### src/rtl/gray_remap_pkg.sv
// Shared definitions for the grayscale remap path: coordinate word layout,
// block line lengths and the upsampler state encoding.
package gray_remap_pkg;

  localparam int COORD_W       = 34;
  localparam int EOF_BIT       = 33;
  localparam int SHORT_BIT     = 32;
  localparam int BLK_PIX_SHORT = 8;
  localparam int BLK_PIX_FULL  = 16;

  typedef enum logic [1:0] {
    ST_IDLE,
    ST_FILL,
    ST_REPEAT
  } statetype;

  function automatic logic [4:0] line_len(input logic short_line);
    return short_line ? 5'(BLK_PIX_SHORT) : 5'(BLK_PIX_FULL);
  endfunction

endpackage

### src/rtl/gray_upsample_coord_fifo.sv
// Show-ahead single-clock FIFO for half-res coordinate words; the head word
// is readable combinationally whenever the FIFO is non-empty.
module gray_upsample_coord_fifo #(
  parameter int DEPTH = 16,
  parameter int W     = 34
) (
  input  logic         clk,
  input  logic         reset_n,
  input  logic         push_i,
  input  logic [W-1:0] data_i,
  input  logic         pop_i,
  output logic [W-1:0] head_o,
  output logic         full_o,
  output logic         empty_o
);

  localparam int PTR_W = $clog2(DEPTH);
  localparam int CNT_W = $clog2(DEPTH + 1);

  logic [W-1:0]     mem_q [DEPTH];
  logic [PTR_W-1:0] wr_ptr_q;
  logic [PTR_W-1:0] rd_ptr_q;
  logic [CNT_W-1:0] count_q;
  logic             push_ok;
  logic             pop_ok;

  function automatic logic [PTR_W-1:0] ptr_inc(input logic [PTR_W-1:0] p);
    return (p == PTR_W'(DEPTH - 1)) ? '0 : p + PTR_W'(1);
  endfunction

  assign full_o  = (count_q == CNT_W'(DEPTH));
  assign empty_o = (count_q == '0);
  assign head_o  = mem_q[rd_ptr_q];
  assign pop_ok  = pop_i & ~empty_o;
  // A full FIFO still takes a push when the head leaves in the same cycle.
  assign push_ok = push_i & (~full_o | pop_ok);

  always_ff @(posedge clk or negedge reset_n) begin
    if (!reset_n) begin
      wr_ptr_q <= '0;
      rd_ptr_q <= '0;
      count_q  <= '0;
    end else begin
      if (push_ok) wr_ptr_q <= ptr_inc(wr_ptr_q);
      if (pop_ok)  rd_ptr_q <= ptr_inc(rd_ptr_q);
      if (push_ok && !pop_ok)      count_q <= count_q + CNT_W'(1);
      else if (pop_ok && !push_ok) count_q <= count_q - CNT_W'(1);
    end
  end

  always_ff @(posedge clk) begin
    if (push_ok) mem_q[wr_ptr_q] <= data_i;
  end

endmodule

### src/rtl/gray_upsample.sv
// Read-side 2x2 upsampler: each half-res block line becomes two full-res
// lines with every pixel doubled; the second line is replayed from a buffer.
module gray_upsample
  import gray_remap_pkg::*;
#(
  parameter int fifo_depth = 16,
  parameter int line_max   = 16
) (
  input  logic        clk,
  input  logic        reset_n,
  input  logic [33:0] coords_in,
  input  logic        coords_in_valid,
  output logic        coord_overflow,
  input  logic [7:0]  pixel_in,
  input  logic        pixel_in_valid,
  output logic        pixel_in_ready,
  output logic [33:0] coords_out,
  output logic        coords_out_valid,
  output logic [7:0]  pixel_out,
  output logic        pixel_out_valid,
  input  logic        pixel_out_ready
);

  localparam int ADDR_W = $clog2(line_max);

  statetype     state_q;
  logic [4:0]   idx_q;
  logic [1:0]   cnt_q;
  logic [7:0]   pix_q;
  logic         phase_q;
  logic [33:0]  word_q;
  logic         overflow_q;
  logic [7:0]   buf_q [line_max];

  logic [33:0]  head;
  logic         fifo_full;
  logic         fifo_empty;
  logic         fifo_pop;
  logic [4:0]   n_pix;
  logic         in_xfer;
  logic         start_line;
  logic         fill_done;
  logic         unused_pad;

  gray_upsample_coord_fifo #(
    .DEPTH (fifo_depth),
    .W     (COORD_W)
  ) u_coord_fifo (
    .clk     (clk),
    .reset_n (reset_n),
    .push_i  (coords_in_valid),
    .data_i  (coords_in),
    .pop_i   (fifo_pop),
    .head_o  (head),
    .full_o  (fifo_full),
    .empty_o (fifo_empty)
  );

  // Bits 31 and 15 of the half-res word are zero padding.
  assign unused_pad = word_q[31] ^ word_q[15];

  assign n_pix          = line_len(word_q[SHORT_BIT]);
  assign pixel_in_ready = (state_q == ST_FILL) && (idx_q < n_pix) &&
                          ((cnt_q == 2'd0) || ((cnt_q == 2'd1) && pixel_out_ready));
  assign in_xfer        = pixel_in_ready & pixel_in_valid;
  assign pixel_out_valid = (state_q == ST_REPEAT) || ((state_q == ST_FILL) && (cnt_q != 2'd0));
  assign pixel_out      = (state_q == ST_REPEAT) ? buf_q[idx_q[ADDR_W-1:0]] : pix_q;
  assign start_line     = (state_q == ST_IDLE) && !fifo_empty;
  assign fill_done      = (state_q == ST_FILL) && (idx_q == n_pix) &&
                          (cnt_q == 2'd1) && pixel_out_ready;
  assign fifo_pop         = start_line;
  assign coords_out_valid = start_line | fill_done;
  assign coord_overflow   = overflow_q;

  // Full-res coordinates are the half-res fields shifted left by one bit.
  always_comb begin
    coords_out = '0;
    if (start_line) begin
      coords_out = {1'b0, head[SHORT_BIT], head[30:16], 1'b0, head[14:0], 1'b0};
    end else if (fill_done) begin
      coords_out = {word_q[EOF_BIT], word_q[SHORT_BIT], word_q[30:16], 1'b1,
                    word_q[14:0], 1'b0};
    end
  end

  always_ff @(posedge clk or negedge reset_n) begin
    if (!reset_n) begin
      state_q    <= ST_IDLE;
      idx_q      <= '0;
      cnt_q      <= '0;
      pix_q      <= '0;
      phase_q    <= 1'b0;
      word_q     <= '0;
      overflow_q <= 1'b0;
    end else begin
      if (coords_in_valid && fifo_full && !fifo_pop) overflow_q <= 1'b1;
      case (state_q)
        ST_IDLE: begin
          if (!fifo_empty) begin
            word_q  <= head;
            idx_q   <= '0;
            cnt_q   <= '0;
            phase_q <= 1'b0;
            state_q <= ST_FILL;
          end
        end
        ST_FILL: begin
          if (in_xfer) begin
            pix_q <= pixel_in;
            cnt_q <= 2'd2;
            idx_q <= idx_q + 5'd1;
          end else if ((cnt_q != 2'd0) && pixel_out_ready) begin
            cnt_q <= cnt_q - 2'd1;
          end
          if (fill_done) begin
            idx_q   <= '0;
            phase_q <= 1'b0;
            state_q <= ST_REPEAT;
          end
        end
        ST_REPEAT: begin
          // Each buffered pixel goes out twice; phase marks the second copy.
          if (pixel_out_ready) begin
            phase_q <= ~phase_q;
            if (phase_q) begin
              idx_q <= idx_q + 5'd1;
              if (idx_q == n_pix - 5'd1) state_q <= ST_IDLE;
            end
          end
        end
        default: state_q <= ST_IDLE;
      endcase
    end
  end

  always_ff @(posedge clk) begin
    if (in_xfer) buf_q[idx_q[ADDR_W-1:0]] <= pixel_in;
  end

endmodule

### config.mk
export PLATFORM = sky130hd
export DESIGN_NAME = gray_upsample
export DESIGN_NICKNAME = d
export VERILOG_FILES = /design/src/rtl/gray_remap_pkg.sv /design/src/rtl/gray_upsample_coord_fifo.sv /design/src/rtl/gray_upsample.sv
export SDC_FILE = /design/constraint.sdc
export NUM_CORES = 1
export LEC_CHECK = 0
export CORE_ASPECT_RATIO = 0.7
export CORE_UTILIZATION = 46
export CTS_BUF_LIST = sky130_fd_sc_hd__clkbuf_8
export DETAILED_ROUTE_END_ITERATION = 12
export GPL_ROUTABILITY_DRIVEN = 1
export HOLD_SLACK_MARGIN = 0.12
export PLACE_DENSITY = 0.65
export SETUP_SLACK_MARGIN = 0.5
export SLEW_MARGIN = 0
export SYNTH_ARGS = -nofsm -noshare
export SYNTH_HDL_FRONTEND = slang
export SYNTH_SLANG_ARGS = --single-unit
### constraint.sdc
create_clock -name clk -period 3.05 [get_ports clk]
set_clock_uncertainty 0.05 [all_clocks]
set_input_delay 0.7625 -clock clk [delete_from_list [all_inputs] [get_ports clk]]
set_output_delay 0.7625 -clock clk [all_outputs]
set_load 0.005 [all_outputs]
==> summary.md <==
| Metric | Value |
|---|---|
| Outcome | finished with violations |
| Failing checks | negative setup slack |
| Placeable Area | around 60000 sq um |
| Site row count | 75 |
| DR DRC count | 0 |
| CP arrival | between 2 and 3 ns |
| Most frequent cells after synthesis | edfxtp_1, mux2i_1, nand3_1, a22oi_1, nand2_1 |
| CTS tree | done |
| Synth area leader | edfxtp_1 |
| Vias in the first global route | 16400 |
| Avg Cell Area, Syn | approximately 17 sq um |
| GRT overflow | 0 |
| CP delay by family, top | buffers and inverters |
| Initial antenna violation count | 6 |
| Slew margin rel. | 0.432 |
| Synth Register Bits | approximately 700 |
| Initial DRT Pass Iterations | 5 |
| # fillers | 4303 |
| Final HPWL DP | just under 40000 um |
| Final net count | 2133 |
| YS warnings | 0 |
| Final GP Congestion | a little over 0.8 |
| RSZ-0062 raised after global routing | yes |
| Ranking of synthesized cells by area | edfxtp_1, mux2i_1, dfrtp_1 |
| Seq/Total Area, Yosys | 0.741 |
| Root buffer cell | clkbuf_8 |
| Die ar. | about 62000 sq um |
| Least-Margin Pin Slew | between 0.8 and 0.9 ns |
| Crit Path Category | flip-flop to output pin |
| Ys async rst share | 0.0909 |
| Final Cycle Share | 1.15 |
| Pleak | approximately 0.013 uW |
| Antenna viol nets, final | 0 |
| Critical Path Max Stage Delay | between 0.4 and 0.5 ns |
| Ratio of cells with drive above 1 in the final layout | 0.290 |
| Cells along the critical path | inv_1 > ha_4 > nand4b_1 > nor3_4 > buf_12 > buf_8 > buf_6 > buf_12 > nand3_2 > nand3_2 > buf_2 |
| Starting Density | 0.467 |
| Overall Global Routing Usage | 0.233 |
| Maxcap violations | 0 |
| Clk slew on worst S/H paths | 0.06 ns |
| Hold Crit Class | flip-flop to flip-flop |
| Largest net degree at the start of global routing | around 50 |
| Final setup violation count | 45 |
| Worst Setup Slack, final | -0.448 ns |
| Min cycle time layout | ~3.5 ns |
| DR vias | roughly 17000 |
| Ports | 93 |
| Die Y | approximately 210 um |
| Finished Core Util | 0.602 |
| Worst Setup Start Kind | flip-flop |
| Total wire length | 77500 um |
| CTS max path bufs | 3 |
| Cell Pwr Density | 906 nW/um^2 |
| Initial DRC count | roughly 1900 |
| Via density | 5.80 |
| Mapped Nets | 1750 |
| Top-count cell post-synth | edfxtp_1 |
| Synth top area share | 0.684 |
| Crit path max fanout | 6 |
| Fin. Hold Viols | 0 |
| Number of flops mapped to enable cells by yosys | 640 |
| Synth-to-Final Area Change | 28.9% |
| Routed len/inst | about 26 um |
| Final Instance Area | ~36000 sq um |
| Crit end category | output pin |
| Placed cell area | between 30000 and 40000 sq um |
| Die Span X | around 300 um |
| Critical Path RT | ~2.2 ns |
| Critical Path Slowest Stage Cell | dfrtp_1 |
| Synthesized netlist cell count | 1681 |
| Cell variety after synth | between 50 and 60 |
| H-Tree Level Count | 3 |
| CTS Buf Count | about 110 |
| Clock latency on the worst-skew pair | 0.72 ns |
| Port bufs | 89 |
| Max VDD drop | between 0.0005 and 0.0006 V |
| First-pass GRT wire length | between 100000 and 150000 um |
| Post-synthesis instance area | approximately 28000 sq um |
| CP bufs+invs | 6 |
| # clock sinks | around 700 |
| Max Slew Vio Count | 0 |
| Fmax | 286 MHz |
| Top_reg_cell synth | edfxtp_1 |
[through the flow]
step / cells / setup slack, ns / setup TNS, ns / total power (uW) / hold WS (ns)
2_1_floorplan: 1681 / 0.403 / 0 / 18100 / 0.397
3_3_place_gp: 2609 / -0.430 / -12.56 / 22000 / 0.403
3_5_place_dp: 2609 / -0.421 / -11.94 / 22200 / 0.405
4_1_cts: 2900 / -0.484 / -15.61 / 31400 / 0.419
5_1_grt: 2958 / -0.542 / -19.05 / 34100 / 0.463
6_report: 2958 / -0.448 / -14.30 / 32800 / 0.428
[worst register-to-register path: stages (launching register included)]
cell and delay (ns):
dfrtp_1 0.40, inv_2 0.10, ha_4 0.18, inv_4 0.05, a211oi_4 0.26, buf_6 0.16
buf_16 0.15, buf_12 0.11, nand3_4 0.09, buf_6 0.14, buf_6 0.10, buf_6 0.10
buf_6 0.11, buf_6 0.11, buf_6 0.10, buf_6 0.11, buf_6 0.11, buf_6 0.10
buf_6 0.11, buf_6 0.11, buf_6 0.11, buf_6 0.11, buf_6 0.11, nand3_2 0.05
[per-layer routing]
layer,vias to the layer above,wire (um),track usage
met5,-,56,0
met3,138,7620,0.0568
met4,8,1750,0.0739
li1,7447,-,-
met1,8730,34500,0.348
met2,843,33600,0.335
[layout by cell type, fill, tap and decap left out, types with 49 or more instances in the layout]
master / n
edfxtp_1: 640
mux2i_1: 287
a22oi_1: 122
clkbuf_8: 115
buf_4: 109
nand3_1: 108
nand2_1: 78
buf_6: 62
buf_12: 59
dfrtp_1: 58
inv_1: 51
nand3_2: 49
[logic make-up after synthesis]
kind of cell             Yosys count  synth area share
buffers and inverters            111            0.0184
multiplexers                     310             0.119
adder cells (fa/ha/maj)           22            0.0101
XOR/XNOR                           6           0.00187
AO/OA/AOI/OAI                    196            0.0510
flip-flops                       704             0.741
AND/OR/NAND/NOR                  331            0.0579
other                              1          0.000133
[sequential cells by signal, summed over array words and instances (netlist names)]
register / count
coord_overflow: 1
buf_q: 128
u_coord_fifo.mem_q: 512
phase_q: 1
u_coord_fifo.count_q: 5
u_coord_fifo.rd_ptr_q: 4
idx_q: 5
pix_q: 8
u_coord_fifo.wr_ptr_q: 4
word_q: 32
cnt_q: 2
state_q: 2
[report_power, final]
part           leakage [uW]  switching (uW)  internal [uW]
logic               0.00550            6980           6380
clock network       0.00116            3660           3650
registers           0.00656             496          11600
[worst paths after layout]
path                       startpoint             end  slack, ns  cells after the start
setup / recovery             idx_q[1]  coords_out[20]      -0.45                     11
hold / removal               pix_q[4]        pix_q[4]       0.43                      2
setup reg to reg           state_q[1]      word_q[29]      -0.12                     23
hold reg to reg              pix_q[4]        pix_q[4]       0.43                      2
max in group asynchronous     reset_n        idx_q[0]       1.71                      3
min in group asynchronous     reset_n      word_q[19]       0.49                      2
[layout make-up]
class / count / area (sq um) / share of cell area
diodes: 2 / 5.00 / 0.000138
clock buffers: 115 / 1580 / 0.0437
clock inverters: 77 / 408 / 0.0113
inverters: 18 / 82.6 / 0.00228
multi-input cells: 868 / 7580 / 0.209
flip-flops and latches: 704 / 20800 / 0.575
well taps: 808 / 1010 / 0.0279
repair buffers: 366 / 4700 / 0.130
[repair_timing]
item,4_1_cts,5_1_grt
setup endpoints to repair,94,431
pin swaps,67,35
cloned,22,21
hold buffers,1,0
resized for setup,325,110
buffers inserted,76,35
hold endpoints to repair,28,0
(Power assumes the default switching activity.)
